<file path="config.mk">
export PLATFORM = sky130hd
export DESIGN_NAME = dec_timer_16
export DESIGN_NICKNAME = d
export VERILOG_FILES = /design/src/rtl/dec_timer_16.sv
export SDC_FILE = /design/constraint.sdc
export NUM_CORES = 1
export LEC_CHECK = 0
export CORE_ASPECT_RATIO = 0.8
export CORE_MARGIN = 10
export CORE_UTILIZATION = 50
export DETAILED_ROUTE_END_ITERATION = 16
export PLACE_DENSITY = 0.77
export SKIP_CTS_REPAIR_TIMING = 1
export SYNTH_ARGS = -nofsm -noshare
export SYNTH_HDL_FRONTEND = slang
export SYNTH_SLANG_ARGS = --single-unit
export TNS_END_PERCENT = 100
</file>
<file path="constraint.sdc">
create_clock -name clk -period 2.15 [get_ports clk]
set_input_delay 0.43 -clock clk [delete_from_list [all_inputs] [get_ports clk]]
set_output_delay 0.43 -clock clk [all_outputs]
set_load 0.01 [all_outputs]
</file>
<file path="src/rtl/dec_timer_16.sv">
// Loadable countdown timer with one-shot / periodic auto-reload and pause/resume.
// Counts a loaded value down to zero and pulses expire for one cycle on reaching it.
module dec_timer_16 #(
    parameter int unsigned WIDTH = 16
) (
    input  logic             clk,
    input  logic             rst_n,
    input  logic             load,
    input  logic [WIDTH-1:0] load_val,
    input  logic             start,
    input  logic             stop,
    input  logic             periodic,
    output logic [WIDTH-1:0] count,
    output logic             busy,
    output logic             expire
);

    typedef enum logic [1:0] {
        S_IDLE = 2'd0,
        S_RUN  = 2'd1,
        S_DONE = 2'd2
    } state_t;

    state_t           state_q, state_d;
    logic [WIDTH-1:0] count_q, count_d;
    logic [WIDTH-1:0] reload_q, reload_d;
    logic             expire_q, expire_d;
    logic [WIDTH-1:0] count_dec;
    logic             last_step;
    logic             run_step;

    // Decrement as an add of all-ones; RUN never steps from zero, so no wrap occurs.
    assign count_dec = count_q + '1;
    assign last_step = (count_q == WIDTH'(1));
    assign run_step  = (state_q == S_RUN) && !stop;

    always_ff @(posedge clk or negedge rst_n) begin
        if (!rst_n) begin
            state_q <= S_IDLE;
        end else begin
            state_q <= state_d;
        end
    end

    always_comb begin
        state_d = state_q;
        if (load) begin
            state_d = S_IDLE;
        end else begin
            unique case (state_q)
                S_IDLE: if (start && (count_q != '0)) state_d = S_RUN;
                S_RUN: begin
                    if (stop) begin
                        state_d = S_IDLE;
                    end else if (last_step && !periodic) begin
                        state_d = S_DONE;
                    end
                end
                S_DONE: if (start) state_d = S_RUN;
                default: state_d = S_IDLE;
            endcase
        end
    end

    always_comb begin
        count_d  = count_q;
        reload_d = reload_q;
        expire_d = 1'b0;
        if (load) begin
            count_d  = load_val;
            reload_d = load_val;
        end else if (run_step) begin
            if (last_step) begin
                expire_d = 1'b1;
                count_d  = periodic ? reload_q : '0;
            end else begin
                count_d = count_dec;
            end
        end else if ((state_q == S_DONE) && start) begin
            count_d = reload_q;
        end
    end

    always_ff @(posedge clk or negedge rst_n) begin
        if (!rst_n) begin
            count_q  <= '0;
            reload_q <= '0;
            expire_q <= 1'b0;
        end else begin
            count_q  <= count_d;
            reload_q <= reload_d;
            expire_q <= expire_d;
        end
    end

    always_comb begin
        busy   = (state_q == S_RUN);
        count  = count_q;
        expire = expire_q;
    end

endmodule

</file>
==> impl_metrics.py <==
metrics = {
    "worst_setup_path": {
        "r2r_cells": 7,
        "worstPathMaxFanout": 9,
        "cp_cell_sequence": "inv_1 > ha_1 > nor4b_4 > nand4_2 > o311ai_1 > a21oi_1 > nor3_1",
        "critPathSlowestCell": "dfrtp_1",
        "ff2ff_setup_slack_ps": 70,
        "worst-path-stages": 7,
        "r2r-start": "count[1]",
        "crit_arrival_ps": 2300,
        "crit_start": "count[1]",
        "endpoint": "count[12]",
        "r2r-end": "count[12]",
        "critPathKind": "register to register",
        "critPathLaunchType": "register",
        "worst_ep_required_time_ps": 2370,
        "max_stage_delay_ps": 400,
        "endpoint_kind": "register",
        "crit_buf_inv": 1,
        "critPathTopFamily": "simple AND/OR/NAND/NOR gates",
    },
    "power": {
        "ir_drop_v": 0.0004468,
        "netSwitchingFraction_pct": 29.68,
        "power.share.combinational_pct": 24.8,
        "intPower_mw": 1.458,
        "seqPwrFrac_pct": 39.6,
        "switchingPower_mw": 0.6155,
        "p_leak_nw": 1.250,
        "p_per_area_mw_per_mm2": 715.1,
        "p_clk_share_pct": 35.6,
    },
    "floorplanning": {
        "initial_core_util_pct": 51.18,
        "die_h_um": 78.30,
        "die_x_um": 92.88,
        "rows": 21,
        "num_io_pins": 40,
        "die_area_sq_mm": 0.007273,
        "fp.coreArea_sq_mm": 0.004151,
    },
    "worst_hold_path": {
        "min_path_type": "register to register",
    },
    "clock_tree": {
        "cts_tree": "done",
        "clock_latency_ps": 300,
        "clock-sinks": 35,
        "cts_made_buffers": 5,
        "clock_path_buffers": 2,
        "cts.clk_slew.worst_paths_ps": 80,
        "htree_levels": 2,
        "cts-root-buf": "clkbuf_8",
    },
    "yosys": {
        "ys.flop_type": "dfrtp_1",
        "synth.distinct_cells": 57,
        "synthTopCellsByArea": "dfrtp_1 41%, nand2_1 4.4%, o21ai_0 4.0%",
        "ys_seq_elements": 35,
        "async_flop_share_pct": 100.0,
        "synth_seq_area_share_pct": 41.22,
        "synth_top_area_share_pct": 41.22,
        "synth_compound_area_share_pct": 21.26,
        "synth-xor-area-share_pct": 0.4122,
        "synthAdderAreaFrac_pct": 1.767,
        "yosys.area_share.simple_pct": 26.62,
        "netlist_area_sq_mm": 0.002125,
        "synth_mux_area_share_pct": 3.180,
        "synthesis.nets": 259,
        "synth_top_family_by_area": "simple AND/OR/NAND/NOR gates",
        "yosysTopAreaCell": "dfrtp_1",
        "synth_edf_count": 0,
        "synth_area_per_cell_sq_um": 9.079,
        "syn_inst": 234,
        "yosysWarnings": 0,
    },
    "placed_design": {
        "dp.cells": 345,
        "hpwl_um": 4457,
        "portBuffers": 39,
        "gp_congestion": 0.8431,
        "placed_area_sq_mm": 0.002740,
    },
    "routing": {
        "detail-route-antenna-nets": 0,
        "viasPerCell": 5.915,
        "dr.pass1.iters": 5,
        "drt-met1-wl_um": 2780,
        "drc_errors": 0,
        "route.vias.total": 2100,
        "top_layer_used": "met4",
        "routed_wl_um": 6335,
        "met2_length_um": 3006,
        "drt_iter0_markers": 213,
        "routedWlPerCell_um": 17.85,
        "wl_met3_um": 463,
    },
    "finish": {
        "nets": 322,
        "final_cell_mix": "39 x clkdlybuf4s50_1, 35 x dfrtp_1, 27 x buf_4",
        "fin_cells": 355,
        "final_util_pct": 69.86,
        "fillers": 364,
        "area_growth_pct": 36.51,
        "drive_gt1_share_pct": 19.46,
        "layout_commonest_cell": "clkdlybuf4s50_1",
        "antenna_cells": 0,
        "design_area_sq_mm": 0.002900,
    },
    "timing": {
        "rsz0062_at_grt": "yes",
        "fmax_mhz": 480.1,
        "drv_slew": 0,
        "slew_headroom_pct": 69.31,
        "worst_pin_slew_ps": 460.4,
        "final-setup-viol-count": 0,
        "finClkSkew_ps": 10.87,
        "post-route-period-util_pct": 96.89,
        "layout_min_cycle_time_ps": 2083,
        "fin_tns_setup_ps": 0,
        "hold_viol": 0,
        "whs_ps": 480.2,
    },
    "global_route": {
        "antenna_found_initial": 0,
        "grt_usage_pct": 17.05,
        "grt_pass1_wl_um": 10130,
        "grt_max_degree": 36,
        "grt_pass1_vias": 2039,
        "overflow": 0,
    },
    "outcome": {
        "status": "complete, no violations",
    },
    "job": {
        "drv_cap": 0,
    },
}
## through the flow
step,power [mW],setup slack [ps]
floorplan,1.056,198.5
global placement,1.325,-31.53
detailed placement,1.333,-98.18
CTS,2.062,16.40
global route,2.165,-46.91
finish,2.074,66.92
## layout make-up
class	instances	area, sq um	share of cell area [%]
Clock inverter	3	67.56	2.330
Clock buffer	5	68.82	2.373
Inverter	17	63.81	2.200
Multi-Input combinational cell	171	1140	39.30
Timing Repair Buffer	67	613.1	21.14
Tap cell	57	71.32	2.459
Sequential cell	35	875.8	30.20
## power groups by stage
stage	clock (mW)	combinational, mW	sequential (mW)
after floorplan	0	0.217	0.839
after global placement	0	0.498	0.827
after detailed placement	0	0.506	0.826
after CTS	0.736	0.510	0.816
after global routing	0.771	0.562	0.832
final	0.738	0.514	0.822
## tightest hold or removal path, cell delays in order, from the launching register on
cell and delay (ps):
dfrtp_1 350, nand2_1 50, nand3_1 50
## synthesized netlist by cell type (2+ instances only)
cell and count:
a21oi_1 8, a221oi_1 2, a22oi_1 4, a31o_2 2, a31oi_1 4, a32oi_1 4, and3_1 3, and3b_1 2
buf_2 4, clkbuf_1 5, dfrtp_1 35, ha_1 3, inv_1 17, mux2_2 6, nand2_1 25, nand2b_1 4
nand3_1 6, nand3b_1 2, nand4_1 5, nand4_2 2, nor2_1 15, nor2b_1 4, nor3_1 10, nor4_4 2
nor4bb_1 2, o211a_1 3, o21ai_0 17, o21ai_1 4, o311ai_1 2, o31ai_1 4, or2_2 2
## worst min-delay path by stage
stage / from / end / slack [ps] / cells past startpoint
final: reload_q[5] / count[5] / 480 / 2
after global routing: reload_q[7] / reload_q[7] / 520 / 2
after CTS: reload_q[5] / count[5] / 480 / 2
after detailed placement: reload_q[5] / count[5] / 460 / 2
after global placement: reload_q[5] / count[5] / 460 / 2
after floorplan: rst_n / count[0] / 130 / 0
## layer usage
layer	GRT usage, %	vias to the layer above
li1	-	986
met1	22.39	1011
met2	25.73	92
met3	5.418	11
met4	6.000	0
met5	0	-
## flip-flops by register name, indices dropped and copies added, names as in the netlist
signal and cells:
expire 1, count 16, state_q 2, reload_q 16
## cells by family after synthesis
group           count (synthesis)
flops                          35
fa+ha+maj                       3
mux                             6
buf+inv                        28
xor+xnor                        1
simple gates                   96
compound gates                 65
No activity file was read; power rests on OpenSTA's default activity.
